<file path="src/rtl/shift_add_mult_ctrl_pkg.sv">
// Shared constants for the shift-and-add multiplier.
// State encodings and default operand width.
package shift_add_mult_ctrl_pkg;

  localparam int SIZE_DEF = 4;

  localparam logic [1:0] S_IDLE = 2'd0;
  localparam logic [1:0] S_RUN  = 2'd1;
  localparam logic [1:0] S_DONE = 2'd2;

  localparam logic [1:0] SEL_HOLD  = 2'b00;
  localparam logic [1:0] SEL_SHIFT = 2'b01;
  localparam logic [1:0] SEL_LOAD  = 2'b10;
  localparam logic [1:0] SEL_ZERO  = 2'b11;

endpackage

</file>
<file path="src/rtl/shift_add_mult_ctrl_mult_datapath.sv">
// Shift-and-add datapath: shifting operand registers,
// ripple accumulator and product register.
module mult_datapath
  import shift_add_mult_ctrl_pkg::*;
#(
  parameter int SIZE = SIZE_DEF
) (
  input  logic              clk,
  input  logic              reset,
  input  logic              ld,
  input  logic              shift,
  input  logic              acc_en,
  input  logic              p_ld,
  input  logic [SIZE-1:0]   a,
  input  logic [SIZE-1:0]   b,
  output logic              mplier_lsb,
  output logic [2*SIZE-1:0] p
);

  logic [2*SIZE-1:0] mcand, mcand_d;
  logic [SIZE-1:0]   mplier, mplier_d;
  logic [2*SIZE-1:0] acc, acc_d, sum;
  logic [1:0]        sel;

  assign sel = {ld, shift};
  assign sum = acc + mcand;
  assign mplier_lsb = mplier[0];

  always_comb begin
    mcand_d  = mcand;
    mplier_d = mplier;
    unique case (sel)
      SEL_HOLD: begin
        mcand_d  = mcand;
        mplier_d = mplier;
      end
      SEL_SHIFT: begin
        mcand_d  = mcand << 1;
        mplier_d = mplier >> 1;
      end
      SEL_LOAD: begin
        mcand_d  = {{SIZE{1'b0}}, a};
        mplier_d = b;
      end
      SEL_ZERO: begin
        mcand_d  = '0;
        mplier_d = '0;
      end
      default: ;
    endcase
  end

  // Final product includes the add made on the last RUN edge
  always_comb begin
    acc_d = acc;
    if (ld)
      acc_d = '0;
    else if (acc_en)
      acc_d = sum;
  end

  always_ff @(posedge clk or negedge reset) begin
    if (!reset) begin
      mcand  <= '0;
      mplier <= '0;
      acc    <= '0;
      p      <= '0;
    end else begin
      mcand  <= mcand_d;
      mplier <= mplier_d;
      acc    <= acc_d;
      if (p_ld)
        p <= acc_d;
    end
  end

endmodule

</file>
<file path="src/rtl/shift_add_mult_ctrl.sv">
// Sequential unsigned multiplier: controller FSM with
// start/busy/done handshake driving mult_datapath.
module shift_add_mult_ctrl
  import shift_add_mult_ctrl_pkg::*;
#(
  parameter int SIZE = SIZE_DEF,
  localparam int CW = $clog2(SIZE + 1)
) (
  input  logic              clk,
  input  logic              reset,
  input  logic              start,
  input  logic [SIZE-1:0]   a,
  input  logic [SIZE-1:0]   b,
  output logic              busy,
  output logic              done,
  output logic [2*SIZE-1:0] p
);

  logic [1:0]    state, state_d;
  logic [CW-1:0] count;
  logic          accept, run, last;
  logic          mplier_lsb;

  assign run    = (state == S_RUN);
  assign accept = start & ((state == S_IDLE) | (state == S_DONE));
  assign last   = run & (count == CW'(SIZE - 1));
  assign busy   = run;
  assign done   = (state == S_DONE);

  always_comb begin
    state_d = state;
    unique case (1'b1)
      (state == S_IDLE): state_d = accept ? S_RUN : S_IDLE;
      (state == S_RUN):  state_d = last ? S_DONE : S_RUN;
      (state == S_DONE): state_d = accept ? S_RUN : S_IDLE;
      default:           state_d = S_IDLE;
    endcase
  end

  always_ff @(posedge clk or negedge reset) begin
    if (!reset) begin
      state <= S_IDLE;
      count <= '0;
    end else begin
      state <= state_d;
      if (accept)
        count <= '0;
      else if (run)
        count <= count + 1'b1;
    end
  end

  mult_datapath #(.SIZE(SIZE)) u_dp (
    .clk        (clk),
    .reset      (reset),
    .ld         (accept),
    .shift      (run),
    .acc_en     (run & mplier_lsb),
    .p_ld       (last),
    .a          (a),
    .b          (b),
    .mplier_lsb (mplier_lsb),
    .p          (p)
  );

endmodule

</file>
<file path="config.mk">
export PLATFORM = sky130hd
export DESIGN_NAME = shift_add_mult_ctrl
export DESIGN_NICKNAME = d
export VERILOG_FILES = /design/src/rtl/shift_add_mult_ctrl_pkg.sv /design/src/rtl/shift_add_mult_ctrl_mult_datapath.sv /design/src/rtl/shift_add_mult_ctrl.sv
export SDC_FILE = /design/constraint.sdc
export NUM_CORES = 1
export LEC_CHECK = 0
export BUFFER_PORTS_ARGS = -buffer_cell sky130_fd_sc_hd__buf_2
export CORE_MARGIN = 4
export CORE_UTILIZATION = 51
export DETAILED_ROUTE_END_ITERATION = 8
export PLACE_DENSITY = 0.74
export SLEW_MARGIN = 10
export SYNTH_ARGS = -nofsm -noshare
export SYNTH_HDL_FRONTEND = slang
export SYNTH_SLANG_ARGS = --single-unit
</file>
<file path="constraint.sdc">
create_clock -name clk -period 1.8 [get_ports clk]
set_clock_uncertainty 0.1 [all_clocks]
set_input_delay 0.36 -clock clk [delete_from_list [all_inputs] [get_ports clk]]
set_output_delay 0.36 -clock clk [all_outputs]
set_load 0.1 [all_outputs]
</file>
Word-level counts from Yosys, hierarchy flattened:

Cells that the tools add are included.

* bits of input ports: 11
* register bits: 33

* reductions and logical operators: 4
* bitwise gates (word level): 4
* add/subtract/negate cells: 2
* equal/unequal tests: 6
* multiplexer cells: 9

Operators by type and width (count)
* $pmux W8 S3: 1
* $mux W8: 2
* $pmux W4 S3: 1
* $add A8 B8 Y8: 1
* $eq A2 B2 Y1 const B: 3
* $mux W3: 2
* $eq A2 B1 Y1 const B: 2
* $logic_not A2 Y1: 2
* $pmux W2 S2: 1
* $add A3 B1 Y3 const B: 1
* $and A1 B1 Y1: 3
* $eq A3 B2 Y1 const B: 1
* $mux W2: 1
* $reduce_bool A2 Y1: 1
* $reduce_or A2 Y1: 1
* $mux W1: 1
* $or A1 B1 Y1: 1

Longest topological paths before layout:

Gate-level depths: netlist of the first run.

* depth in word-level cells: 5
* mapped depth: 8

Modules after synthesis:

Synthesis of the first run repeated with hierarchy kept, for this count alone.

* cells, all modules: 168
* area total of the unflattened synthesis: 1800.5 µm²

By module, submodules not included
* mult_datapath: seq. area each 700.7 µm², cells an instance 146, area an instance 1534.0 µm², times used 1
* shift_add_mult_ctrl: seq. area each 125.1 µm², cells an instance 22, area an instance 266.5 µm², times used 1

Least setup slack after synthesis of the first run:

OpenSTA, ideal clock, no wires.

* path kind: register to output
* start: reg state[0]
* end: out done
* data required time: 1.340 ns
* slack: -0.429 ns
* buffers on the path: 0
* cell stages (with the launch flop): 2
* arrival: 1.769 ns
* cell sequence: dfrtp_1 -> nor2b_1

* cells in the longest elaborated chain, start to end: 1

RTL lines
* start: declaration: RTL line shift_add_mult_ctrl.sv:19 `logic [1:0] state, state_d;`
* start signal: assignment: RTL line shift_add_mult_ctrl.sv:45 `state <= state_d;`
* $eq A2 B2 Y1: RTL line shift_add_mult_ctrl.sv:28 `assign done = (state == S_DONE);`
* end: declaration: RTL line shift_add_mult_ctrl.sv:15 `output logic done,`

Every way passes these cells.

Worst setup path after layout of the first run:

* start: reg u_dp.mcand[1]
* end: reg u_dp.p[4]

* cells in the longest elaborated chain, start to end: 3

RTL lines
* start: declaration: RTL line shift_add_mult_ctrl_mult_datapath.sv:20 `logic [2*SIZE-1:0] mcand, mcand_d;`
* start signal: assignment: RTL line shift_add_mult_ctrl_mult_datapath.sv:69 `mcand <= mcand_d;`
* $add A8 B8 Y8: RTL line shift_add_mult_ctrl_mult_datapath.sv:26 `assign sum = acc + mcand;`
* $mux W8: RTL line shift_add_mult_ctrl_mult_datapath.sv:58 `else if (acc_en)`
* $mux W8: RTL line shift_add_mult_ctrl_mult_datapath.sv:56 `if (ld)`
* end signal: assignment: RTL line shift_add_mult_ctrl_mult_datapath.sv:67 `p <= '0;`
* end signal: assignment: RTL line shift_add_mult_ctrl_mult_datapath.sv:73 `p <= acc_d;`
* end: declaration: RTL line shift_add_mult_ctrl_mult_datapath.sv:17 `output logic [2*SIZE-1:0] p`

Every way passes these cells.
A chain may end at the register's enable or synchronous reset.

==> flow_metrics.py, run 1 <==
metrics = {
    "logic_synthesis": {
        "syn_area_um2": 1680,
        "yosysWarnings": 0,
        "synth_area_per_cell_um2": 10.7,
        "yosysUniqueCellTypes": 39,
        "ys_ff_latch": 33,
        "ys_seq_area_share_pct": 49.3,
        "syn_inst": 157,
        "synth_nets": 178,
    },
    "global_route": {
        "grt_max_degree": 34,
        "grt_pass1_vias": 1437,
        "grt_usage_pct": 20.1,
        "grt_overflow": 0,
        "grt_pass1_wl_um": 6520,
        "antenna_found_initial": 0,
    },
    "die": {
        "dieArea_um2": 4270,
        "die_y_um": 65.3,
        "boundaryPins": 21,
        "die_w_um": 65.3,
        "core_um2": 3100,
        "num_rows": 20,
        "initial_core_util_pct": 54.0,
    },
    "drt": {
        "drc": 0,
        "viasPerCell": 5.73,
        "first_pass_iters": 4,
        "vias": 1415,
        "ant_nets": 0,
        "post_drt_wl_per_cell_um": 17.4,
        "drtIter0Drc": 53,
        "drt_wl_total_um": 4290,
    },
    "worst_setup_path": {
        "worst-setup-path-type": "reg -> reg",
        "crit_buf_inv": 1,
        "crit_arrival_ns": 2.10,
        "cp-startpoint": "u_dp.mcand[1]",
        "cp-end-kind": "flip-flop",
        "crit_family": "compound AO/OA/AOI/OAI gates",
        "cpPeakStageDelay_ns": 0.46,
        "cp_slowest_cell": "dfrtp_1",
        "rr_startpoint": "u_dp.mcand[1]",
        "worstSetupStartpointType": "flip-flop",
        "crit_fanout": 3,
        "cp.required_ns": 1.94,
        "path_cells": "inv_1 -> fa_2 -> nor2b_1 -> o21ai_1 -> a211oi_2 -> a21oi_2 -> o31ai_2",
    },
    "job": {
        "drv_cap": 0,
    },
    "clock_network": {
        "htree_levels": 2,
        "clkTransAtPathRegs_ns": 0.11,
        "clock_latency_ns": 0.34,
        "clock-sinks": 33,
        "cts_tree": "done",
        "clk_path_buf_depth": 2,
        "cts-root-buf": "clkbuf_4",
        "cts_made_buffers": 5,
    },
    "timing": {
        "timing.final.ws_setup_ns": -0.155,
        "rsz0062_at_grt": "true",
        "finalSetupViolCount": 8,
        "worst_slew_pin_slew_ns": 0.712,
        "drv_slew": 0,
        "hold_violations": 0,
        "fmax_mhz": 511,
        "worst_hold_slack_ns": 0.130,
        "post-route-period-util_pct": 109,
        "relSlewSlack_pct": 52.5,
        "period_minus_slack_ns": 1.96,
    },
    "place": {
        "detailed_place_hpwl_um": 2550,
        "dp.cells": 229,
        "numPortBuffers": 20,
        "gp_congestion": 0.844,
    },
    "finish": {
        "instances_no_fill": 247,
        "finalNetCount": 223,
        "diodes": 0,
        "area.growth.synth_to_final_pct": 34.9,
        "final_core_util_pct": 72.9,
        "drive_above_1_share_pct": 42.4,
    },
    "run_status": {
        "status": "finished with violations",
        "failed_checks": "setup timing",
    },
    "worst_hold_path": {
        "holdCritPathClass": "in -> reg",
        "min_from": "b[0]",
    },
}
Yosys cell counts:
cell type  number  share of area (%)
mux2_1          1               0.67
clkinv_1        1               0.22
nand2b_4        1               0.82
clkbuf_1        2               0.45
or4_1           1               0.45
ha_1            9                6.7
nor2_1          8                1.8
a21o_1          2               0.90
a211oi_1        2               0.90
inv_4           1               0.37
o21a_2          1               0.52
a221o_1         1               0.60
a21oi_2         1               0.52
and2_4          1               0.52
nor3_1          2               0.60
a211oi_2        2                1.5
a2bb2oi_1       1               0.52
buf_2           2               0.60
a21oi_1         7                2.1
o2111ai_1       2                1.0
nor2b_1         5                1.9
o21bai_1        1               0.45
inv_1           4               0.90
buf_6           1               0.67
a22o_1          7                3.7
mux2_2          3                2.0
a2bb2oi_2       1               0.90
mux2i_1         1               0.60
a22oi_1         6                2.7
o31ai_1         2               0.90
dfrtp_1        33                 49
o21ai_0         9                2.7
nand2_1        22                4.9
nand2b_1        4                1.5
o211ai_1        3                1.3
nand3_1         2               0.60
fa_1            1                1.2
xor2_1          2                1.0
xnor2_1         2                1.0
repair_timing:
item | 4_1_cts | 5_1_grt
endpoints found under the hold margin | 33 | 0
resized for setup | 13 | 18
hold buffers | 1 | 0
setup buffers | 1 | 8
endpoints found under the setup margin | 7 | 26
pin swaps | 6 | 10
worst min-delay path: stages:
cell and delay [ns]:
buf_2 0.08, a22oi_1 0.05, nand2_1 0.06
sequential cells by signal, indices dropped and copies added, names as in the netlist:
register,cells
state,2
u_dp.mcand,8
u_dp.acc,8
count,3
u_dp.p,8
u_dp.mplier,4
cell type report:
type	count	area (um^2)
tap	44	55.1
inverter	6	28.8
timing repair buffer	43	297
multi-input combinational	113	968
sequential	33	827
clock inverter	1	30.0
clock buffer	7	55.1
fill	218	842
layout by cell type, fill, tap and decap left out, types with 5 or more instances in the layout:
cell      synthesis  layout
buf_2             2      18
a22oi_1           6       5
dfrtp_1          33      32
clkbuf_4          0       5
buf_4             0      22
nand2_1          22      21
nor2_1            8       7
ha_4              0       5
o21ai_0           9       5
a22o_1            7       7
final timing paths:
path / end / slack (ns) / cells after the start
min: u_dp.mplier[0] / 0.13 / 3
max reg2reg: u_dp.p[4] / -0.16 / 7
max in group asynchronous: state[0] / 0.62 / 2
min reg2reg: u_dp.mplier[2] / 0.39 / 2
min in group asynchronous: u_dp.p[5] / 0.49 / 2
max: u_dp.p[4] / -0.16 / 7
logic make-up after synthesis:
group                      Yosys count  share of synthesized area [%]
AOI/OAI and AO/OA                   48                           21.2
and+or+nand+nor                     46                           13.1
buffers and inverters               11                           3.21
muxes                                5                           3.28
xor gates and xnor gates             4                           2.09
DFF                                 33                           49.3
adders and majority gates           10                           7.91
through the flow:
step                setup WS [ns]  instance area (um^2)  setup TNS (ns)
floorplan                 -0.0392                  1700         -0.0508
global placement          -0.0692                  1940          -0.194
detailed placement         -0.114                  1940          -0.433
CTS                        -0.112                  2110          -0.327
global route               -0.221                  2260           -1.35
finish                     -0.155                  2260          -0.839
metal layers:
metal  up-vias  GRT usage [%]  routed length, um
met1       685           24.6               1740
met5         -              0                  0
met2        58           33.0               2150
li1        655              -                  -
met3        17           6.15                246
met4         0           8.29                156
Power of run 1 is not shown: default switching activity piles up to over one toggle a cycle in this logic, so the estimate is an artifact.
==> run 2, diff against run 1 <==
--- a/config.mk
+++ b/config.mk
@@ -7,10 +7,11 @@
 export LEC_CHECK = 0
 export BUFFER_PORTS_ARGS = -buffer_cell sky130_fd_sc_hd__buf_2
 export CORE_MARGIN = 4
-export CORE_UTILIZATION = 51
+export CORE_UTILIZATION = 52
 export DETAILED_ROUTE_END_ITERATION = 8
-export PLACE_DENSITY = 0.74
+export PLACE_DENSITY = 0.75
 export SLEW_MARGIN = 10
 export SYNTH_ARGS = -nofsm -noshare
 export SYNTH_HDL_FRONTEND = slang
+export SYNTH_HIERARCHICAL = 1
 export SYNTH_SLANG_ARGS = --single-unit
==> run 2 against run 1 <==
The flow still finishes with violations (setup timing). Critical path type unchanged. Worst hold slack better by 0.048 ns. First-iteration DRC count is 1.9% higher. Global-route usage is 0.12 points higher.
==> flow_metrics.py, run 2 <==
metrics = {
    "run_status": {
        "status": "finished with violations",
        "failed_checks": "setup timing",
    },
    "clock_network": {
        "clk_path_buf_depth": 2,
        "clock-sinks": 33,
        "clkTransAtPathRegs_ns": 0.11,
        "cts-root-buf": "clkbuf_4",
        "htree_levels": 2,
        "cts_made_buffers": 5,
        "cts_tree": "done",
        "clock_latency_ns": 0.33,
    },
    "logic_synthesis": {
        "synth_mux_area_share_pct": 11.9,
        "synth_top_cell_by_area": "dfrtp_1",
        "synth_simple_gate_area_share_pct": 14.7,
        "synth_most_common_cell": "dfrtp_1",
        "synth-compound-area-share_pct": 14.5,
        "syn_area_um2": 1800,
        "synth.area.top_cells": "dfrtp_1 (46%), mux2i_1 (6.7%), ha_1 (6.3%)",
        "synthAdderAreaFrac_pct": 7.37,
        "synth_top_area_share_pct": 45.9,
        "synth_area_per_cell_um2": 10.7,
        "synth_top_family_by_area": "simple AND/OR/NAND/NOR gates",
        "synth_edf_count": 0,
        "ys_top_cells_by_count": "dfrtp_1 (33), nor2_1 (16), mux2i_1 (12), ha_1 (9), o21ai_0 (9)",
        "synth_xor_area_share_pct": 2.29,
        "syn_inst": 168,
        "ys_seq_area_share_pct": 45.9,
        "yosysUniqueCellTypes": 44,
        "async_flop_share_pct": 100,
        "synth_ff_type": "dfrtp_1",
        "synth_nets": 189,
        "yosysWarnings": 6,
        "ys_ff_latch": 33,
    },
    "timing": {
        "hold_violations": 0,
        "finalSetupViolCount": 8,
        "rsz0062_at_grt": "true",
        "period_minus_slack_ns": 1.96,
        "worst_slew_pin_slew_ns": 0.492,
        "drv_slew": 0,
        "fmax_mhz": 510,
        "relSlewSlack_pct": 67.4,
        "post-route-period-util_pct": 109,
        "timing.final.ws_setup_ns": -0.160,
        "tns_ns": -0.874,
    },
    "finish": {
        "area.growth.synth_to_final_pct": 36.3,
        "instances_no_fill": 263,
        "diodes": 0,
        "finalNetCount": 238,
        "multiInputGateArea_um2": 1090,
        "mostFrequentLayoutCell": "dfrtp_1",
        "final_core_util_pct": 73.5,
        "seqCellArea_um2": 826,
        "largest_registers": "u_dp/acc: 8 flops, u_dp/mcand: 8 flops, u_dp/p: 8 flops",
        "fillCellCount": 220,
        "final_cell_mix": "dfrtp_1 (33), buf_4 (25), buf_2 (18), nor2_1 (15), mux2i_1 (12)",
        "drive_above_1_share_pct": 42.9,
    },
    "die": {
        "boundaryPins": 21,
        "core_um2": 3340,
        "num_rows": 21,
        "dieArea_um2": 4470,
        "die_y_um": 66.8,
        "initial_core_util_pct": 54.0,
        "die_w_um": 66.8,
    },
    "worst_setup_path": {
        "cp-end-kind": "flip-flop",
        "worst-setup-path-type": "reg -> reg",
        "worstSetupStartpointType": "flip-flop",
        "cp.required_ns": 1.91,
        "crit_fanout": 2,
        "crit_arrival_ns": 2.07,
    },
    "global_route": {
        "use_met2_pct": 34.0,
        "grt_busiest_layer": "met2",
        "grt_overflow": 0,
        "grt_max_degree": 34,
        "grt_pass1_vias": 1412,
        "met3_usage_pct": 5.40,
        "grt_pass1_wl_um": 6670,
        "antenna_found_initial": 0,
        "grtUsageMet1_pct": 25.4,
        "grt_usage_pct": 20.2,
    },
    "place": {
        "dp.cells": 250,
        "detailed_place_hpwl_um": 2640,
        "gp_congestion": 0.803,
        "pre_cts_slack_ns": -0.239,
        "numPortBuffers": 20,
    },
    "drt": {
        "post_drt_wl_per_cell_um": 15.2,
        "drc": 0,
        "drt_wl_total_um": 4000,
        "first_pass_iters": 4,
        "drtIter0Drc": 54,
        "vias": 1449,
        "ant_nets": 0,
        "viasPerCell": 5.51,
    },
    "pwr": {
        "power_density_nw_per_um2": 1890,
        "irDropWorstVdd_uv": 921,
        "power_leakage_nw": 1.15,
    },
    "job": {
        "drv_cap": 0,
    },
    "worst_hold_path": {
        "holdCritPathClass": "in -> reg",
    },
}
[run 2: final timing paths]
path	end	start	slack, ns	cells past startpoint
hold / removal	u_dp/mcand[0]	a[0]	0.18	3
max in group asynchronous	count[2]	reset	0.81	3
setup reg to reg	u_dp/p[6]	u_dp/mcand[1]	-0.16	8
hold reg to reg	u_dp/p[0]	u_dp/p[0]	0.41	1
min in group asynchronous	u_dp/p[7]	reset	0.47	3
setup / recovery	u_dp/p[6]	u_dp/mcand[1]	-0.16	8
[run 2: area by class of cell]
| type | instances | share of cell area, % |
|---|---|---|
| Clock buffer | 5 | 1.53 |
| Clock inverter | 2 | 1.43 |
| Timing Repair Buffer | 50 | 15.6 |
| Sequential cell | 33 | 33.7 |
| Inverter | 7 | 1.17 |
| Tap cell | 46 | 2.35 |
| Multi-Input combinational cell | 120 | 44.3 |
[run 2: what timing repair did]
item / 4_1_cts / 5_1_grt
resized for setup: 26 / 10
hold buffers: 1 / 0
pin swaps: 10 / 7
endpoints found under the hold margin: 33 / 0
endpoints found under the setup margin: 11 / 14
setup buffers: 4 / 2
[run 2: report_power, final]
part / leakage, nW / total [mW] / switching (mW) / internal (mW)
combinational: 0.667 / 2.84 / 1.61 / 1.24
sequential: 0.444 / 1.26 / 0.229 / 1.03
clock: 0.0410 / 0.533 / 0.250 / 0.283
total: 1.15 / 4.63 / 2.09 / 2.55
[run 2: cell families after synthesis]
kind of cell             Yosys count
adder cells (fa/ha/maj)           10
flip-flops                        33
buffers and inverters             15
AO/OA/AOI/OAI                     38
multiplexers                      20
AND/OR/NAND/NOR                   49
XOR/XNOR                           3
[run 2: per-stage QoR]
step | hold slack (ns) | power (mW) | area [um^2]
2_1_floorplan | -0.0356 | 2.95 | 1830
3_3_place_gp | 0.302 | 3.56 | 2160
3_5_place_dp | 0.308 | 3.66 | 2160
4_1_cts | 0.172 | 4.48 | 2400
5_1_grt | 0.213 | 4.91 | 2450
6_report | 0.178 | 4.63 | 2450
[run 2: worst max-delay path, cell delays in order (launching register included)]
cell and delay (ns):
dfrtp_1 0.42, buf_6 0.13, inv_4 0.03, fa_2 0.42, nor2b_4 0.14, o31ai_2 0.07, a21boi_1 0.16, o31ai_2 0.10
mux2_4 0.26
[run 2: routing by layer]
metal  routed length (um)  vias up
met1                 1790      729
li1                     -      694
met2                 2020       20
met3                  142        6
met5                    0        -
met4                   44        0
No activity file was read; power rests on OpenSTA's default activity.
==> run 3, diff against run 2 <==
--- a/config.mk
+++ b/config.mk
@@ -7,9 +7,9 @@
 export LEC_CHECK = 0
 export BUFFER_PORTS_ARGS = -buffer_cell sky130_fd_sc_hd__buf_2
 export CORE_MARGIN = 4
-export CORE_UTILIZATION = 52
+export CORE_UTILIZATION = 60
 export DETAILED_ROUTE_END_ITERATION = 8
-export PLACE_DENSITY = 0.75
+export PLACE_DENSITY = 0.82
 export SLEW_MARGIN = 10
 export SYNTH_ARGS = -nofsm -noshare
 export SYNTH_HDL_FRONTEND = slang
==> constraint.sdc (replaced) <==
create_clock -name clk -period 2.53 [get_ports clk]
set_clock_uncertainty 0.1 [all_clocks]
set_input_delay 0.506 -clock clk [delete_from_list [all_inputs] [get_ports clk]]
set_output_delay 0.506 -clock clk [all_outputs]
set_load 0.1 [all_outputs]
==> run 3 against run 2 <==
Worst hold slack worse by 0.076 ns. Core utilization decreased by 1.9 points. Cell count down 16%. The run now ends clean. Total power decreased by 41%. Clock power shrank 24%. Final area is 18% lower. Largest power group unchanged. Via count down 7.7%. Global-route usage is 0.22 points lower. Sequential share of layout area rose by 7.5 points.
==> flow_metrics.py, run 3 (same netlist as run 2, synthesis figures left out) <==
metrics = {
    "run_status": {
        "status": "complete, no violations",
    },
    "worst_setup_path": {
        "worst-setup-path-type": "reg -> out",
        "crit_buf_inv": 1,
        "worstSetupStartpointType": "flip-flop",
        "crit_arrival_ns": 1.73,
        "reg2regPathDepth": 6,
        "path_cells": "and2b_4 -> buf_2",
        "cp_num_cells": 2,
        "cp_slowest_cell": "buf_2",
        "cp.required_ns": 1.92,
        "crit_fanout": 23,
        "cp-end-kind": "primary output",
        "cpPeakStageDelay_ns": 0.49,
        "crit_family": "buffers and inverters",
    },
    "drt": {
        "first_pass_iters": 4,
        "drtIter0Drc": 69,
        "ant_nets": 0,
        "post_drt_wl_per_cell_um": 16.1,
        "drt_wl_total_um": 3560,
        "vias": 1338,
        "drc": 0,
        "viasPerCell": 6.05,
    },
    "finish": {
        "diodes": 0,
        "final_area_um2": 2010,
        "area.growth.synth_to_final_pct": 11.5,
        "finalNetCount": 210,
        "mostFrequentLayoutCell": "dfrtp_1",
        "largest_registers": "u_dp/acc: 8 flops, u_dp/mcand: 8 flops, u_dp/p: 8 flops",
        "drive_above_1_share_pct": 21.6,
        "final_cell_mix": "dfrtp_1 (33), buf_2 (20), nor2_1 (16), mux2i_1 (12)",
    },
    "timing": {
        "finalSetupViolCount": 0,
        "tns_ns": 0,
        "worst_slew_pin_slew_ns": 0.710,
        "relSlewSlack_pct": 52.7,
        "fmax_mhz": 428,
        "hold_violations": 0,
        "period_minus_slack_ns": 2.34,
        "rsz0062_at_grt": "false",
        "drv_slew": 0,
        "post-route-period-util_pct": 92.4,
    },
    "global_route": {
        "grt_pass1_wl_um": 6060,
        "grt_overflow": 0,
        "antenna_found_initial": 0,
        "grt_max_degree": 34,
        "grt_pass1_vias": 1382,
        "grt_usage_pct": 20.0,
    },
    "clock_network": {
        "cts-root-buf": "clkbuf_4",
        "clock-sinks": 33,
        "htree_levels": 2,
        "clk_path_buf_depth": 2,
        "cts_tree": "done",
        "clock_latency_ns": 0.34,
        "cts_hold_buffers": 0,
        "cts_made_buffers": 5,
        "clkTransAtPathRegs_ns": 0.11,
        "cts.repair.resized": 0,
        "post_cts_buffers": 0,
    },
    "place": {
        "gp_congestion": 0.897,
        "post_dp_cell_area_um2": 1920,
        "numPortBuffers": 20,
        "detailed_place_hpwl_um": 2530,
    },
    "die": {
        "initial_core_util_pct": 64.2,
        "core_um2": 2810,
        "dieArea_um2": 3940,
        "boundaryPins": 21,
        "num_rows": 19,
        "die_y_um": 62.8,
        "die_w_um": 62.8,
    },
    "pwr": {
        "irDropWorstVdd_uv": 1550,
        "power_density_nw_per_um2": 1370,
        "power_leakage_nw": 0.989,
        "power.total_mw": 2.74,
    },
    "job": {
        "drv_cap": 0,
    },
    "worst_hold_path": {
        "holdCritPathClass": "in -> async",
    },
}
run 3: cell types whose count changed in the layout (fill, tap and decap cells not counted), sizes merged:
cell,change
buf,-27
clkbuf,+2
clkinv,-1
dlygate4sd3,-1
run 3: power by group:
group | switching (mW) | internal [mW]
Sequential | 0.153 | 0.730
Clock | 0.171 | 0.236
Combinational | 0.969 | 0.482
run 3: layout make-up:
| class | count | area [um^2] |
|---|---|---|
| multi-input combinational | 120 | 917 |
| sequential | 33 | 826 |
| fill | 212 | 797 |
| timing repair buffer | 22 | 115 |
| clock buffer | 7 | 55.1 |
| tap | 31 | 38.8 |
| clock inverter | 1 | 30.0 |
| inverter | 7 | 26.3 |
run 3: path summary, 6_finish.rpt:
check	endpoint	startpoint	slack, ns
setup / recovery	busy	state[1]	0.19
hold / removal	u_dp/p[5]	reset	0.10
setup reg to reg	u_dp/acc[7]	u_dp/mcand[1]	0.31
hold reg to reg	u_dp/p[5]	u_dp/p[5]	0.40
max in group asynchronous	u_dp/mcand[5]	reset	1.76
min in group clk	u_dp/mcand[0]	a[0]	0.32
run 3: routing by layer:
metal / track usage [%] / routed length, um / vias up
met5: 0 / 0 / -
met4: 10.5 / 114 / 0
met3: 6.29 / 187 / 12
met2: 32.9 / 1740 / 45
met1: 23.4 / 1520 / 644
li1: - / - / 637
run 3: through the flow:
| step | hold slack [ns] | std cells | setup WS, ns | util, % |
|---|---|---|---|---|
| 3_3_place_gp | 0.364 | 213 | 0.374 | 68.6 |
| 5_1_grt | 0.147 | 221 | 0.103 | 71.6 |
| 3_5_place_dp | 0.377 | 213 | 0.359 | 68.6 |
| 4_1_cts | 0.116 | 221 | 0.176 | 71.6 |
| 2_1_floorplan | 0.110 | 168 | 0.161 | - |
| 6_report | 0.102 | 221 | 0.192 | 71.6 |
